==> config.mk <==
export PLATFORM = sky130hd
export DESIGN_NAME = imem_loader
export DESIGN_NICKNAME = d
export VERILOG_FILES = /design/src/rtl/imem_loader_pkg.sv /design/src/rtl/imem_loader_byte_packer.sv /design/src/rtl/imem_loader.sv
export SDC_FILE = /design/constraint.sdc
export NUM_CORES = 1
export LEC_CHECK = 0
export CAP_MARGIN = 20
export CORE_AREA = 4 4 117 97
export DETAILED_ROUTE_END_ITERATION = 12
export DIE_AREA = 0 0 121 101
export MAX_ROUTING_LAYER = met4
export SLEW_MARGIN = 20
export SYNTH_ARGS = -nofsm -noshare
export SYNTH_HDL_FRONTEND = slang
export SYNTH_SLANG_ARGS = --single-unit
==> constraint.sdc <==
create_clock -name clk -period 2.7 [get_ports clk]
set_clock_uncertainty 0.05 [all_clocks]
set_input_delay 0.81 -clock clk [delete_from_list [all_inputs] [get_ports clk]]
set_output_delay 0.81 -clock clk [all_outputs]
set_load 0.01 [all_outputs]
==> src/rtl/imem_loader_pkg.sv <==
// Shared definitions for the instruction-memory loader.
//   - FSM state encoding
//   - address / word / byte / count widths and the default load depth
//   - lane_lsb(): bit offset of a byte lane inside the assembled word
package imem_loader_pkg;

  localparam int ADDR_W    = 8;
  localparam int WORD_W    = 32;
  localparam int BYTE_W    = 8;
  localparam int CNT_W     = 9;
  localparam int DEPTH_DEF = 256;

  typedef enum logic [2:0] {
    ST_IDLE  = 3'd0,
    ST_LOAD  = 3'd1,
    ST_WRITE = 3'd2,
    ST_DONE  = 3'd3,
    ST_ERR   = 3'd4
  } state_e;

  // Byte k of the stream lands at bit 8*(3-k) when MSB first, else 8*k.
  function automatic logic [4:0] lane_lsb(input logic msb_first, input logic [1:0] idx);
    return msb_first ? {~idx, 3'b000} : {idx, 3'b000};
  endfunction

endpackage

==> src/rtl/imem_loader_byte_packer.sv <==
// byte_packer: assembles four stream bytes into one 32-bit word.
//   clk, rstd  : clock, async active-low reset
//   clr        : restart packing at lane 0 (new load)
//   push       : a byte is accepted this cycle
//   byte_in    : the accepted byte
//   word       : assembled word (lanes per MSB_FIRST)
//   full       : all four lanes written by the most recent push
//   byte_cnt   : lane the next byte will occupy
module byte_packer
  import imem_loader_pkg::*;
#(
  parameter bit MSB_FIRST = 1'b1
) (
  input  logic              clk,
  input  logic              rstd,
  input  logic              clr,
  input  logic              push,
  input  logic [BYTE_W-1:0] byte_in,
  output logic [WORD_W-1:0] word,
  output logic              full,
  output logic [1:0]        byte_cnt
);

  logic [WORD_W-1:0] lanes_q, lanes_d;
  logic [1:0]        cnt_q, cnt_d;
  logic              full_q, full_d;

  always_comb begin
    lanes_d = lanes_q;
    cnt_d   = cnt_q;
    full_d  = full_q;
    if (clr) begin
      cnt_d  = 2'd0;
      full_d = 1'b0;
    end else if (push) begin
      lanes_d[lane_lsb(MSB_FIRST, cnt_q) +: BYTE_W] = byte_in;
      cnt_d  = cnt_q + 2'd1;
      full_d = (cnt_q == 2'd3);
    end
  end

  always_ff @(posedge clk or negedge rstd) begin
    if (!rstd) begin
      cnt_q  <= 2'd0;
      full_q <= 1'b0;
    end else begin
      cnt_q  <= cnt_d;
      full_q <= full_d;
    end
  end

  // Lane contents are pure data; every lane is rewritten before it is used.
  always_ff @(posedge clk) begin
    lanes_q <= lanes_d;
  end

  assign word     = lanes_q;
  assign full     = full_q;
  assign byte_cnt = cnt_q;

endmodule

==> src/rtl/imem_loader.sv <==
// imem_loader: receives a byte stream and writes it, word by word, into an
// external instruction memory starting at a given word address.
//   clk, rstd                    : clock, async active-low reset
//   start, base                  : begin a load at word address base
//   in_valid/in_data/in_last     : byte stream in; in_ready accepts a byte
//   wr_en/wr_addr/wr_data        : instruction memory write port
//   busy, done, err, words       : status (done/err sticky until next start)
module imem_loader
  import imem_loader_pkg::*;
#(
  parameter bit MSB_FIRST = 1'b1,
  parameter int DEPTH     = DEPTH_DEF
) (
  input  logic              clk,
  input  logic              rstd,
  input  logic              start,
  input  logic [ADDR_W-1:0] base,
  input  logic              in_valid,
  input  logic [BYTE_W-1:0] in_data,
  input  logic              in_last,
  output logic              in_ready,
  output logic              wr_en,
  output logic [ADDR_W-1:0] wr_addr,
  output logic [WORD_W-1:0] wr_data,
  output logic              busy,
  output logic              done,
  output logic              err,
  output logic [CNT_W-1:0]  words
);

  state_e            state_q, state_d;
  logic [ADDR_W-1:0] addr_q, addr_d;
  logic [CNT_W-1:0]  words_q, words_d;
  logic              last_q, last_d;

  logic              start_ok;
  logic              hs;
  logic [WORD_W-1:0] pk_word;
  logic              pk_full;
  logic [1:0]        pk_cnt;

  assign start_ok = start && (state_q == ST_IDLE || state_q == ST_DONE || state_q == ST_ERR);
  assign hs       = in_valid && (state_q == ST_LOAD);

  byte_packer #(.MSB_FIRST(MSB_FIRST)) u_packer (
    .clk      (clk),
    .rstd     (rstd),
    .clr      (start_ok),
    .push     (hs),
    .byte_in  (in_data),
    .word     (pk_word),
    .full     (pk_full),
    .byte_cnt (pk_cnt)
  );

  always_comb begin
    state_d = state_q;
    addr_d  = addr_q;
    words_d = words_q;
    last_d  = last_q;
    case (state_q)
      ST_IDLE, ST_DONE, ST_ERR: begin
        if (start_ok) begin
          state_d = ST_LOAD;
          addr_d  = base;
          words_d = '0;
          last_d  = 1'b0;
        end
      end
      ST_LOAD: begin
        if (hs) begin
          if (pk_cnt == 2'd3) begin
            state_d = ST_WRITE;
            last_d  = in_last;
          end else if (in_last) begin
            // Image ended mid-word: the partial word is dropped.
            state_d = ST_ERR;
          end
        end
      end
      ST_WRITE: begin
        addr_d  = addr_q + 8'd1;
        words_d = words_q + 9'd1;
        if (last_q)
          state_d = ST_DONE;
        else if (words_q + 9'd1 == CNT_W'(DEPTH))
          state_d = ST_ERR;
        else
          state_d = ST_LOAD;
      end
      default: state_d = ST_IDLE;
    endcase
  end

  always_ff @(posedge clk or negedge rstd) begin
    if (!rstd) begin
      state_q <= ST_IDLE;
      addr_q  <= '0;
      words_q <= '0;
      last_q  <= 1'b0;
    end else begin
      state_q <= state_d;
      addr_q  <= addr_d;
      words_q <= words_d;
      last_q  <= last_d;
    end
  end

  assign in_ready = (state_q == ST_LOAD);
  assign busy     = (state_q == ST_LOAD) || (state_q == ST_WRITE);
  assign done     = (state_q == ST_DONE);
  assign err      = (state_q == ST_ERR);
  assign words    = words_q;
  assign wr_en    = (state_q == ST_WRITE) && pk_full;
  assign wr_addr  = addr_q;
  // Word is only presented during the write strobe so reset shows zero.
  assign wr_data  = wr_en ? pk_word : '0;

endmodule

## Word-level counts from Yosys, hierarchy flattened

Cells that the tools add are included.

| word-level totals | value |
|---|---|
| output and inout port bits | 54 |
| logic and storage cells | 61 |
| bits in latches | 0 |
| bits in registers | 56 |
| memories | 0 |
| bits in read-only memories | 0 |
| input port bits | 21 |
| memory bits (writable) | 0 |

| cells by class | value |
|---|---|
| bitwise logic cells | 2 |
| mux-type cells | 21 |
| multipliers | 0 |
| eq/ne operators | 10 |
| $add $sub $neg | 4 |
| shift-type cells | 2 |
| div/mod/pow operators | 0 |
| reductions and logical operators | 15 |
| magnitude comparators | 0 |

Operators by type and width:

| operator | number |
|---|---|
| bitwise mux 32 bit | 1 |
| two-way mux 32 bit | 1 |
| variable shift 8 x 7 -> 32 bit, first input constant | 1 |
| indexed part select 8 x 7 -> 32 bit | 1 |
| two-way mux 3 bit | 6 |
| case mux 9 bit (2 select lines) | 1 |
| case mux 8 bit (2 select lines) | 1 |
| adder 9 x 1 -> 9 bit, second input constant | 1 |
| equality test 9 bit, second input constant | 1 |
| two-way mux 9 bit | 1 |
| case mux 3 bit (3 select lines) | 1 |
| adder 8 x 1 -> 8 bit, second input constant | 1 |
| two-way mux 8 bit | 1 |
| negation 5 -> 7 bit | 1 |
| equality test 3 x 2 -> 1 bit, second input constant | 2 |
| nonzero test 2 bit | 3 |
| two-way mux 1 bit | 5 |
| two-way mux 2 bit | 2 |
| inequality test 2 x 1 -> 1 bit, second input constant | 2 |
| AND reduction 2 bit | 2 |
| AND reduction 4 bit | 1 |
| equality test 3 x 1 -> 1 bit, second input constant | 1 |
| equality test 3 bit, second input constant | 1 |
| logical AND 1 bit | 3 |
| 11 further kinds | 13 |

## Longest topological paths before layout

| logic depth | value |
|---|---|
| word-level depth | 6 |
| gate-level depth with buffers | 7 |
| mapped depth without buffers | 5 |

## By module

A second synthesis with hierarchy kept.

| unflattened totals | value |
|---|---|
| cells, all modules | 283 |
| area total of the unflattened synthesis | 3062.9 um^2 |

By module, submodules not included:

| module | cells an instance | area each (um^2) | sequential area each (um^2) | instances |
|---|---|---|---|---|
| imem_loader | 190 | 1595.3 | 525.5 | 1 |
| byte_packer | 93 | 1467.7 | 1036.0 | 1 |

## Least setup slack after synthesis

No wires, ideal clock.

| path | value |
|---|---|
| path kind | reg-to-output |
| from | register state_q[2] |
| to | output port wr_data[0] |
| data arrival time | 1.243 ns |
| slack | 0.597 ns |
| data required time | 1.840 ns |
| path buffers | 2 |
| stages on the path, launching flop included | 5 |
| cells stage by stage | dfrtp_1 > buf_6 > nor3b_2 > clkbuf_1 > and3_1 |

| between the ends | value |
|---|---|
| longest elaborated chain between the ends | 3 |

Ends and longest elaborated chain:

| element | RTL line | text |
|---|---|---|
| from (decl) | imem_loader.sv:31 | `state_e state_q, state_d;` |
| from (signal assigned) | imem_loader.sv:102 | `state_q <= state_d;` |
| equality test 3 x 2 -> 1 bit | imem_loader.sv:114 | `assign wr_en = (state_q == ST_WRITE) && pk_full;` |
| logical AND 1 bit | imem_loader.sv:114 |  |
| two-way mux 32 bit | imem_loader.sv:117 | `assign wr_data = wr_en ? pk_word : '0;` |
| to (decl) | imem_loader.sv:24 | `output logic [WORD_W-1:0] wr_data,` |

Every way passes these cells.

## Worst setup path in the final report

| path | value |
|---|---|
| from | register state_q[0] |
| to | output port err |

| between the ends | value |
|---|---|
| longest elaborated chain between the ends | 1 |

Ends and longest elaborated chain:

| element | RTL line | text |
|---|---|---|
| equality test 3 bit | imem_loader.sv:112 | `assign err = (state_q == ST_ERR);` |
| to (decl) | imem_loader.sv:27 | `output logic err,` |

Every way passes these cells.

==> out/summary.txt <==
Post-DP HPWL = 5849 um
Number of fill cells in the layout = 986
Commonest cells after routing, fill and taps aside = 41 x and3_1, 39 x clkdlybuf4s50_1, 35 x nor2_1
Reg2Reg Capture Point = state_q[0]
Mean post-synth cell area = 10.16 um^2
Sequential share of the synthesized area = 52.11%
Die height = 101 um
Startpoint Class = flip-flop
Worst-Skew Late Latency = 0.29 ns
Peak supply drop = 0.0002688 V
Top_reg_cell synth = edfxtp_1
Internal reg-to-reg setup slack = 0.69 ns
Num rows = 33
CTS tree = yes
Fraction of layout instances using a drive strength above 1 = 9.626%
Synthesized area = 0.002997 mm^2
Worst Hold Path Cells = 1
Die X = 121 um
Avg WL per Cell = 15.76 um
PwrDens = 723.7 mW/mm^2
Nets = 402
Slew headroom = 64.13%
Global-route wire length before repair = 12760 um
Diode count = 0
Crit-path cells = buf_4 > nor3_1 > clkdlybuf4s50_1
Antenna Violating Nets Remaining = 0
Most common cell after layout, fill and taps aside = and3_1
Req. time, crit path = 1.84 ns
Initial DRC Count = 188
CP Capture Type = output port
Vias in the first global route = 2409
Vias/cell = 4.870
Clock root buffer = clkbuf_16
R2r startpoint = words[0]
Delay-heaviest family, CP = buffers and inverters
CTS clock-pin slew for the worst setup and hold paths = 0.07 ns
R2R cell count = 5
Endpoints failing setup = 0
IO Port Bufs = 74
WHS Endpoint = wr_addr[7]
Final critical-path share of the clock period = 95.51%
Cell variety after synth = 52
Min Tclk post-route = 2.579 ns
Asr flop ratio synth = 42.86%
Min Hold Slack = 0.4943 ns
Worst-margin pin slew = 0.5357 ns
Largest net degree at the start of global routing = 34
Num CTS Buffers = 5
Core area = 0.01012 mm^2
Finished Core Util = 40.43%
Initial Util = 29.62%
Critical path class = flip-flop to output port
Drt drc = 0
Crit path max fanout = 4
Max-cap violation count = 0
Via count = 2503
YS warnings = 0
Mapped Cells = 295
Worst stage delay on the critical path = 0.59 ns
Die footprint = 0.01222 mm^2
DR pass1 iterations = 4
Initial antenna violation count = 0
Final setup margin = 0.1211 ns
Layout area overhead = 36.49%
Grt total ovfl = 0
HP Start = wr_addr[7]
Clock Sinks = 56
RSZ-0062 raised after global routing = no
Crit path arrival time = 1.72 ns
Final TNS setup = 0 ns
Total GRT Usage = 13.45%
Synthesized flop and latch total = 56
RePlAce Congestion = 0.8372
Net count after synthesis = 324
Max Clk Rate = 387.8 MHz
CTS H-tree lvls = 2
Hold Crit Class = flip-flop to flip-flop
Routed WL = 8102 um
Bufs on Longest Clock Path = 2
Max-slew violations = 0
Io pins = 75
Pre-CTS setup slack = 0.1335 ns
Leak = 0.001898 uW
Final hold violation count = 0
WP buf/inv = 2
Status = completed
Crit-path slowest cell = clkdlybuf4s50_1
Number of synthesized flops with an enable pin = 32
==> flip-flops by register name, indices dropped and copies added (netlist names) <==
signal and flops:
wr_addr 8, u_packer.word 32, u_packer.full 1, u_packer.byte_cnt 2
state_q 3, last_q 1, words 9
==> layer usage <==
layer | share of wire [%] | GRT usage (%) | routed length, um | vias up
li1 | - | - | - | 1229
met1 | 48 | 18.50 | 3856 | 1219
met3 | 3.3 | 2.245 | 269 | 9
met5 | 0 | - | 0 | -
met2 | 48 | 20.58 | 3857 | 46
met4 | 1.5 | 3.746 | 119 | 0
==> cells in the mapped netlist (3+ instances only) <==
cell type	instances	area share [%]
nor3_1	4	0.67
nand2_1	22	2.8
nand3_1	8	1.3
nor2_1	35	4.4
nand4_1	3	0.63
ha_1	8	3.3
o22a_1	3	0.88
edfxtp_1	32	32
buf_2	4	0.67
o21ai_0	19	3.2
inv_1	9	1.1
a22o_1	3	0.88
a21oi_1	9	1.5
a2bb2oi_1	3	0.88
dfrtp_1	24	20
clkbuf_1	10	1.3
a31oi_1	3	0.63
and2_1	11	2.3
and3_1	41	8.6
buf_6	3	1.1
==> cell type report <==
cell class                 count  area [um^2]  share of cell area, %
sequential                    56         1564                  38.24
multi-input combinational    211         1310                  32.03
timing repair buffer          89        850.8                  20.80
tap                          140        175.2                  4.283
clock buffer                   5        125.1                  3.059
inverter                      10        37.54                 0.9177
clock inverter                 3        27.53                 0.6730
==> stage by stage <==
step | area (um^2) | cells | total power (uW)
after floorplan | 2997 | 295 | 1810
after global placement | 3943 | 502 | 2231
after detailed placement | 3943 | 502 | 2255
after CTS | 4088 | 514 | 2969
after global routing | 4090 | 514 | 3119
final | 4090 | 514 | 2960
==> what timing repair did <==
item | 4_1_cts | 5_1_grt
hold buffers | 0 | 0
setup buffers | 4 | 0
resized for setup | 37 | 1
cloned | 0 | 0
endpoints found under the setup margin | 35 | 1
==> worst reg2reg max path, stage by stage, from the launching register on <==
cell       delay, ns
dfrtp_1         0.48
ha_1            0.34
and3b_2         0.21
o2111ai_1       0.14
a2111oi_2       0.51
a2bb2oi_1       0.14
==> power breakdown <==
group          total, uW  switching, uW  internal [uW]
registers           1250            137           1110
logic               1040            564            474
clock network        675            322            353
total               2960           1020           1940
==> worst max-delay path by stage <==
stage / slack, ns / depth (start not counted) / startpoint / to
after detailed placement: 0.13 / 4 / state_q[2] / wr_data[9]
final: 0.12 / 3 / state_q[0] / err
after CTS: 0.01 / 3 / state_q[2] / in_ready
after global placement: 0.15 / 4 / state_q[2] / wr_data[9]
after floorplan: 0.60 / 4 / state_q[2] / wr_data[0]
after global routing: 0.07 / 3 / state_q[0] / err
==> cells by family (layout without fill, tap and decap cells) <==
family                   count (synthesis)  after routing  synth area share (%)
XOR/XNOR                                 1              1                0.2923
AO/OA/AOI/OAI                           61             61                 14.20
multiplexers                             4              4                 1.420
adder cells (fa/ha/maj)                  8              8                 3.340
AND/OR/NAND/NOR                        137            137                 24.18
buffers and inverters                   28            107                 4.467
flip-flops                              56             56                 52.11
No activity file was read; power rests on OpenSTA's default activity.
